## config.mk

```make
export PLATFORM = sky130hd
export DESIGN_NAME = otter_fetch_queue_flat
export DESIGN_NICKNAME = d
export VERILOG_FILES = /design/src/rtl/otter_fetch_queue_pkg.sv /design/src/rtl/otter_fetch_queue_if.sv /design/src/rtl/otter_fetch_queue_sync_fifo.sv /design/src/rtl/otter_fetch_queue.sv /design/src/flat_wrapper.sv
export SDC_FILE = /design/constraint.sdc
export NUM_CORES = 1
export LEC_CHECK = 0
export ABC_AREA = 0
export BUFFER_PORTS_ARGS = -buffer_cell sky130_fd_sc_hd__clkbuf_2
export CAP_MARGIN = 0
export CORE_ASPECT_RATIO = 1.25
export CORE_MARGIN = 2
export CORE_UTILIZATION = 30
export CTS_CLUSTER_DIAMETER = 150
export DETAILED_ROUTE_END_ITERATION = 7
export PLACE_DENSITY = 0.46
export SLEW_MARGIN = 10
export SYNTH_ARGS = -nofsm -noshare
export SYNTH_HDL_FRONTEND = slang
export SYNTH_SLANG_ARGS = --single-unit
```

## constraint.sdc

```tcl
create_clock -name CLK -period 6.7 [get_ports CLK]
set_input_delay 1.34 -clock CLK [delete_from_list [all_inputs] [get_ports CLK]]
set_output_delay 1.34 -clock CLK [all_outputs]
set_load 0.005 [all_outputs]
```

## src/rtl/otter_fetch_queue_pkg.sv

```systemverilog
// Shared OTTER pipeline types and constants used by the fetch stage.
package otter_pipe_pkg;

  localparam int          OTTER_XLEN      = 32;
  localparam logic [31:0] OTTER_NOP       = 32'h0000_0013;
  localparam logic [31:0] OTTER_RESET_VEC = 32'h0000_0000;

  typedef struct packed {
    logic [OTTER_XLEN-1:0] pc;
    logic [OTTER_XLEN-1:0] ir;
  } fetch_entry_t;

endpackage

```

## src/rtl/otter_fetch_queue_if.sv

```systemverilog
// Fetch-stage bundle: memory port 1 plus the valid/ready link to decode.
interface otter_fetch_queue_if #(
  parameter int XLEN  = 32,
  parameter int DEPTH = 4
);
  import otter_pipe_pkg::*;

  localparam int CW = $clog2(DEPTH + 1);

  logic [XLEN-1:0] MEM_ADDR1;
  logic            MEM_READ1;
  logic [XLEN-1:0] MEM_DOUT1;
  logic            REDIRECT;
  logic [XLEN-1:0] REDIRECT_PC;
  logic            IF_VALID;
  logic            IF_READY;
  logic [XLEN-1:0] IF_IR;
  logic [XLEN-1:0] IF_PC;
  logic [CW-1:0]   OCCUPANCY;

  modport master (
    output MEM_ADDR1, MEM_READ1, IF_VALID, IF_IR, IF_PC, OCCUPANCY,
    input  MEM_DOUT1, REDIRECT, REDIRECT_PC, IF_READY
  );

  modport slave (
    input  MEM_ADDR1, MEM_READ1, IF_VALID, IF_IR, IF_PC, OCCUPANCY,
    output MEM_DOUT1, REDIRECT, REDIRECT_PC, IF_READY
  );

endinterface

```

## src/rtl/otter_fetch_queue_sync_fifo.sv

```systemverilog
// Circular queue with flush; flush overrides any push or pop in the same cycle.
module otter_sync_fifo
  import otter_pipe_pkg::*;
#(
  parameter type T     = fetch_entry_t,
  parameter int  DEPTH = 4
) (
  input  logic                       clk,
  input  logic                       rst,
  input  logic                       push,
  input  T                           push_data,
  input  logic                       pop,
  input  logic                       flush,
  output logic [$clog2(DEPTH+1)-1:0] count,
  output T                           head
);

  localparam int AW = $clog2(DEPTH);
  localparam int CW = $clog2(DEPTH + 1);

  T              mem [DEPTH];
  logic [AW-1:0] rd_ptr;
  logic [AW-1:0] wr_ptr;

  always_ff @(posedge clk or posedge rst) begin
    if (rst) begin
      rd_ptr <= '0;
      wr_ptr <= '0;
      count  <= '0;
    end else if (flush) begin
      rd_ptr <= '0;
      wr_ptr <= '0;
      count  <= '0;
    end else begin
      if (push) wr_ptr <= wr_ptr + AW'(1);
      if (pop)  rd_ptr <= rd_ptr + AW'(1);
      if (push && !pop)      count <= count + CW'(1);
      else if (pop && !push) count <= count - CW'(1);
    end
  end

  // Storage needs no reset; count alone decides what is valid.
  always_ff @(posedge clk) begin
    if (push && !flush) mem[wr_ptr] <= push_data;
  end

  assign head = mem[rd_ptr];

endmodule

```

## src/rtl/otter_fetch_queue.sv

```systemverilog
// OTTER fetch stage: owns the PC, issues one read per cycle and queues {pc, ir} for decode.
module otter_fetch_queue
  import otter_pipe_pkg::*;
#(
  parameter int              XLEN      = 32,
  parameter int              DEPTH     = 4,
  parameter logic [XLEN-1:0] RESET_VEC = XLEN'(OTTER_RESET_VEC)
) (
  input logic                CLK,
  input logic                RST,
  otter_fetch_queue_if.master bus
);

  localparam int CW = $clog2(DEPTH + 1);

  typedef struct packed {
    logic [XLEN-1:0] pc;
    logic [XLEN-1:0] ir;
  } entry_t;

  logic [XLEN-1:0] pc;
  logic [XLEN-1:0] pc_wait;
  logic            inflight;
  logic            kill;
  logic [CW-1:0]   count;
  entry_t          head;
  entry_t          wr_entry;
  logic            valid;
  logic            pop;
  logic            push;
  logic            issue;
  logic [CW:0]     occ_after;

  assign valid    = (count != '0);
  assign pop      = valid && bus.IF_READY;
  assign push     = inflight && !kill;
  assign wr_entry = '{pc: pc_wait, ir: bus.MEM_DOUT1};

  // Reserve a slot for the outstanding read so its response can never overflow the queue.
  assign occ_after = {1'b0, count} + (CW+1)'(inflight) - (CW+1)'(pop);
  assign issue     = !RST && !bus.REDIRECT && (occ_after < (CW+1)'(DEPTH));

  always_ff @(posedge CLK or posedge RST) begin
    if (RST) begin
      pc       <= RESET_VEC;
      pc_wait  <= '0;
      inflight <= 1'b0;
      kill     <= 1'b0;
    end else if (bus.REDIRECT) begin
      pc       <= {bus.REDIRECT_PC[XLEN-1:2], 2'b00};
      kill     <= inflight;
      inflight <= 1'b0;
    end else begin
      kill <= 1'b0;
      if (issue) begin
        pc       <= pc + XLEN'(4);
        pc_wait  <= pc;
        inflight <= 1'b1;
      end else begin
        inflight <= 1'b0;
      end
    end
  end

  otter_sync_fifo #(
    .T     (entry_t),
    .DEPTH (DEPTH)
  ) u_fifo (
    .clk       (CLK),
    .rst       (RST),
    .push      (push),
    .push_data (wr_entry),
    .pop       (pop),
    .flush     (bus.REDIRECT),
    .count     (count),
    .head      (head)
  );

  assign bus.MEM_ADDR1 = pc;
  assign bus.MEM_READ1 = issue;
  assign bus.IF_VALID  = valid;
  assign bus.IF_IR     = valid ? head.ir : XLEN'(OTTER_NOP);
  assign bus.IF_PC     = valid ? head.pc : '0;
  assign bus.OCCUPANCY = count;

endmodule

```

## src/flat_wrapper.sv

```systemverilog
// flat-port wrapper written by rule: the top's interface ports become plain ports
module otter_fetch_queue_flat import otter_pipe_pkg::*;
#(
  parameter int              XLEN      = 32,
  parameter int              DEPTH     = 4,
  parameter logic [XLEN-1:0] RESET_VEC = XLEN'(OTTER_RESET_VEC)
)
  (CLK, RST, bus_MEM_ADDR1, bus_MEM_READ1, bus_IF_VALID, bus_IF_IR, bus_IF_PC, bus_OCCUPANCY, bus_MEM_DOUT1, bus_REDIRECT, bus_REDIRECT_PC, bus_IF_READY);
  otter_fetch_queue_if #(.XLEN(XLEN), .DEPTH(DEPTH)) bus_i ();
  input logic CLK;
  input logic RST;
  output wire logic [$bits(bus_i.MEM_ADDR1)-1:0] bus_MEM_ADDR1;
  output wire logic [$bits(bus_i.MEM_READ1)-1:0] bus_MEM_READ1;
  output wire logic [$bits(bus_i.IF_VALID)-1:0] bus_IF_VALID;
  output wire logic [$bits(bus_i.IF_IR)-1:0] bus_IF_IR;
  output wire logic [$bits(bus_i.IF_PC)-1:0] bus_IF_PC;
  output wire logic [$bits(bus_i.OCCUPANCY)-1:0] bus_OCCUPANCY;
  input wire logic [$bits(bus_i.MEM_DOUT1)-1:0] bus_MEM_DOUT1;
  input wire logic [$bits(bus_i.REDIRECT)-1:0] bus_REDIRECT;
  input wire logic [$bits(bus_i.REDIRECT_PC)-1:0] bus_REDIRECT_PC;
  input wire logic [$bits(bus_i.IF_READY)-1:0] bus_IF_READY;
  assign bus_MEM_ADDR1 = bus_i.MEM_ADDR1;
  assign bus_MEM_READ1 = bus_i.MEM_READ1;
  assign bus_IF_VALID = bus_i.IF_VALID;
  assign bus_IF_IR = bus_i.IF_IR;
  assign bus_IF_PC = bus_i.IF_PC;
  assign bus_OCCUPANCY = bus_i.OCCUPANCY;
  assign bus_i.MEM_DOUT1 = bus_MEM_DOUT1;
  assign bus_i.REDIRECT = bus_REDIRECT;
  assign bus_i.REDIRECT_PC = bus_REDIRECT_PC;
  assign bus_i.IF_READY = bus_IF_READY;
  otter_fetch_queue #(.XLEN(XLEN), .DEPTH(DEPTH), .RESET_VEC(RESET_VEC)) u_core (.CLK(CLK), .RST(RST), .bus(bus_i));
endmodule
```

; ---- After elaboration in Yosys (flattened, before gate mapping)
; Memory sizes are Yosys's and may differ from the RTL's.
; Index checks and enable logic that the tools add are counted.
[totals]
output_inout_bits = 101
mem_bits_ro = 0
wordCells = 51
reg_bits = 73
latch_bits = 0
mem_bits_rw = 256
mem_count = 1
[memory_table]
columns = name, depth, width, read_ports, rd_ports_with_merged_regs, wr, line_no
row1 = u_core.u_fifo.mem, 4, 64, 1, 0, 1, otter_fetch_queue_sync_fifo.sv:21  ; T mem [DEPTH];
[op_classes]
mul = 0
muxes = 16
n_bitwise = 1
reduce_logical = 18
div_mod_pow = 0
n_eq_ne = 0
n_lt_le_gt_ge = 1
addsub = 7
shifts = 0
[ops]
columns = operator, n
row1 = $mux 32, 4
row2 = $add 32x3->32 const B, 1
row3 = $mux 3, 3
row4 = $mux 2, 4
row5 = $logic_and 1x1->1, 7
row6 = $reduce_bool 2->1, 3
row7 = $reduce_bool 3->1, 2
row8 = $logic_not 1->1, 5
row9 = $mux 1, 5
row10 = $add 2x1->2 const B, 2
row11 = $add 3x1->4, 1
row12 = $lt 4x3->1 const B, 1
row13 = $sub 4x1->4, 1
row14 = $add 3x1->3 const B, 1
row15 = $sub 3x1->3 const B, 1
row16 = $reduce_and 2->1, 1
row17 = $not 1->1, 1

; ---- Depth between registers and ports, before layout
[depth]
ltp_word = 7
ltp_mapped = 13
ltp_nobuf = 10

; ---- Modules after synthesis
; Synthesis repeated with hierarchy kept, for this count alone.
[hier_totals]
cells_unflattened = 766
area_unflattened_um2 = 13456.7
[modules_own_cells]
columns = module, cells_each, seq_area_each_um2, area_each_um2, n_inst
row1 = otter_sync_fifo, 379, 7862.5, 9668.0, 1
row2 = otter_fetch_queue, 387, 1551.5, 3788.6, 1

; ---- Worst setup path after synthesis
; OpenSTA, ideal clock, no wires.
[synth_timing]
path_kind = input to output
startpoint = input RST
endpoint = output bus_MEM_READ1
stages = 3
path_slack_ps = 1781
arrival_ps = 3579
required_ps = 5360
cell_sequence = inv_1 > o2111ai_2 > nand2_1
[synth_via]
elab_chain_len = 3
[synth_rtl]
columns = element, line_no
row1 = start: declaration, flat_wrapper.sv:11  ; input logic RST;
row2 = $logic_not 1->1, otter_fetch_queue.sv:41  ; assign issue = !RST && !bus.REDIRECT && (occ_after < (CW+1)'(DEPTH));
row3 = $logic_and 1x1->1 (2 in a row), otter_fetch_queue.sv:41
row4 = end: declaration, flat_wrapper.sv:13  ; output wire logic [$bits(bus_i.MEM_READ1)-1:0] bus_MEM_READ1;
; Every way passes these cells.

; ---- Worst setup path in the final report
[layout_timing]
startpoint = input bus_IF_READY
endpoint = output bus_MEM_READ1
[layout_via]
elab_chain_len = 4
[layout_rtl]
columns = element, line_no
row1 = start: declaration, flat_wrapper.sv:21  ; input wire logic [$bits(bus_i.IF_READY)-1:0] bus_IF_READY;
row2 = $logic_and 1x1->1, otter_fetch_queue.sv:35  ; assign pop = valid && bus.IF_READY;
row3 = $sub 4x1->4, otter_fetch_queue.sv:40  ; assign occ_after = {1'b0, count} + (CW+1)'(inflight) - (CW+1)'(pop);
row4 = $lt 4x3->1, otter_fetch_queue.sv:41
row5 = $logic_and 1x1->1, otter_fetch_queue.sv:41
; Every way passes these cells.

==> flow_summary.json <==
{
  "outcome": "finished, final reports clean",
  "post_cts_buffers": 0,
  "layout_commonest_cell": "edfxtp_1",
  "final_area_um2": 15710,
  "drv_cap": 0,
  "layout_min_cycle_time_ns": 4.674,
  "max-vdd-ir-drop_mv": 0.1553,
  "h-tree-depth": 2,
  "final_util_pct": 36.38,
  "fp.dieH_um": 238.2,
  "yosysSeqAreaShare_pct": 69.71,
  "swShare_pct": 29.32,
  "drive_gt1_share_pct": 37.94,
  "grt_pass1_vias": 7460,
  "async_flop_share_pct": 21.77,
  "ff2ff_path_depth": 10,
  "num_vias": 6988,
  "grt_setup_unrepaired": "false",
  "grt_max_degree": 64,
  "io_pins": 169,
  "fin_nets": 985,
  "critical_path_required_ns": 5.36,
  "grt_pass1_wl_um": 46530,
  "end_kind": "primary output",
  "slew_headroom_pct": 39.42,
  "cts_buffer_depth": 3,
  "synth_flop_cell": "edfxtp_1",
  "routed_wl_um": 30500,
  "fmax_mhz": 214.0,
  "cts_tree": "yes",
  "hpwl_um": 18260,
  "first_pass_iters": 4,
  "die_w_um": 191.3,
  "die-area_um2": 45570,
  "drc_errors": 0,
  "post_dp_cell_area_um2": 14600,
  "cts_root_buf": "clkbuf_16",
  "synth_area_leaders": "edfxtp_1, dfrtp_1, mux4_2",
  "pre_cts_ws_ns": 1.957,
  "hold_buffers": 0,
  "finalClockSkew_ns": 0.02651,
  "portBuffers": 162,
  "avgSynthCellArea_um2": 17.86,
  "cp_max_fo": 7,
  "tns_ns": 0,
  "tightest_slew_ns": 0.9086,
  "yosys.area.top_type": "edfxtp_1",
  "synth.distinct_cells": 54,
  "hp-class": "reg -> reg",
  "fin_hold_ws_ns": 0.5145,
  "track_usage_pct": 13.69,
  "wire_per_inst_um": 20.36,
  "min_path_cells": 0,
  "p_switching_mw": 1.791,
  "synth_cells": 737,
  "viasPerCell": 4.665,
  "grt.overflow.total": 0,
  "setup_slack_ns": 2.026,
  "tritoncts_num_sinks": 317,
  "antenna_cells": 0,
  "initial_core_util_pct": 30.48,
  "hold_viol": 0,
  "antenna_left": 0,
  "combinationalPowerShare_pct": 25.1,
  "layout-area-overhead-vs-synth_pct": 19.35,
  "ys_ff_latch": 317,
  "synth_top_cell_area_share_pct": 56.59,
  "floorplan.rows": 85,
  "drv_slew": 0,
  "fill_cells": 4219,
  "p_int_mw": 4.316,
  "cp.arrival_ns": 3.33,
  "layout_common_cells": "edfxtp_1, clkbuf_2, dfrtp_1",
  "clkLatencyLatePin_ns": 0.52,
  "core_um2": 43180,
  "first_iter_violations": 338,
  "timing.final.crit_share_pct": 69.75,
  "yosys_warnings": 0,
  "pwr-share-clk_pct": 30.9,
  "cts_buffers": 35,
  "ctsResizeCount": 0,
  "crit_type": "in -> out",
  "syn_area_um2": 13160,
  "cp-start-kind": "primary input",
  "grt_antenna_before_repair": 0,
  "setup_violations": 0,
  "r2r_slack_ns": 3.08,
  "gp_congestion": 0.6978,
  "p_leak_nw": 5.501,
  "power_density_nw_per_um2": 388.8,
  "synth_edf_count": 248,
  "sequentialPowerShare_pct": 43.9,
  "clk_pin_slew_ns": 0.06
}
## through the flow
stage	std cells	power, mW
after floorplan	740	3.667
after global placement	1436	4.314
after detailed placement	1436	4.335
after CTS	1498	6.252
after global routing	1498	6.459
final	1498	6.107
## Yosys cell counts, drive strengths merged (2+ instances only)
cell,instances
a2111oi,8
a211oi,10
a21oi,6
a221o,2
and2,2
and3,13
buf,21
clkbuf,22
dfrtp,69
edfxtp,248
ha,8
inv,12
mux2,33
mux4,62
nand2,43
nand2b,2
nand3,14
nand4,4
nand4b,4
nor2,11
nor2b,62
nor3,7
o2111ai,2
o21ai,25
o31a,2
or2,3
xnor2,25
xor2,5
## power groups by stage
| stage | registers (mW) | logic, mW | clock network, mW |
|---|---|---|---|
| after global routing | 2.73 | 1.71 | 2.03 |
| final | 2.68 | 1.53 | 1.89 |
| after floorplan | 2.59 | 1.08 | 0 |
| after global placement | 2.72 | 1.59 | 0 |
| after detailed placement | 2.73 | 1.60 | 0 |
| after CTS | 2.69 | 1.60 | 1.95 |
## cell type report
cell class              instances  area [µm²]  share of cell area [%]
repair buffers                174       900.9                   5.736
multi-input cells             368        3762                   23.95
flip-flops and latches        317        9181                   58.46
clock buffers                  46       927.1                   5.903
well taps                     565       706.9                   4.501
clock inverters                16       182.7                   1.163
inverters                      12       45.04                  0.2868
## state kept, by name (all words and copies together), names as in the netlist
name / flops
u_core.u_fifo.wr_ptr: 2
u_core.bus.MEM_ADDR1: 30
u_core.pc_wait: 30
u_core.kill: 1
u_core.u_fifo.count: 3
u_core.u_fifo.mem: 248
u_core.u_fifo.rd_ptr: 2
u_core.inflight: 1
## path summary, 6_finish.rpt
path | from | to
setup / recovery | bus_IF_READY | bus_MEM_READ1
max in group asynchronous | RST | u_core.pc_wait[15]
hold reg to reg | u_core.pc_wait[29] | u_core.u_fifo.mem[0][61]
setup reg to reg | u_core.u_fifo.count[2] | u_core.pc_wait[26]
hold / removal | u_core.pc_wait[29] | u_core.u_fifo.mem[0][61]
min in group asynchronous | RST | u_core.pc_wait[11]
## cell families (layout without fill, tap and decap cells)
logic type               count (synthesis)  count (layout)  share of synthesized area, %
other                                    1               4                       0.02850
adder cells (fa/ha/maj)                  9               9                        0.9128
XOR/XNOR                                30              30                         2.054
AO/OA/AOI/OAI                           59              59                         4.412
AND/OR/NAND/NOR                        170             170                         7.387
buffers and inverters                   55             248                         1.987
flip-flops                             317             317                         69.71
multiplexers                            96              96                         13.51
## critical path, stage by stage
cell and delay [ns]:
clkbuf_2 0.07, nor2b_1 0.44, ha_1 0.24, inv_1 0.04
ha_1 0.27, and3b_2 0.23, o2111ai_2 0.39, nand2_1 0.15
clkbuf_2 0.15
## per-layer routing
metal | part of all wire (%) | track usage [%] | routed length (µm)
met1 | 44 | 18.06 | 13430
met2 | 50 | 23.10 | 15210
met3 | 3.6 | 2.133 | 1107
met4 | 2.5 | 4.336 | 748
met5 | 0 | 0 | 0
(Power assumes the default switching activity.)
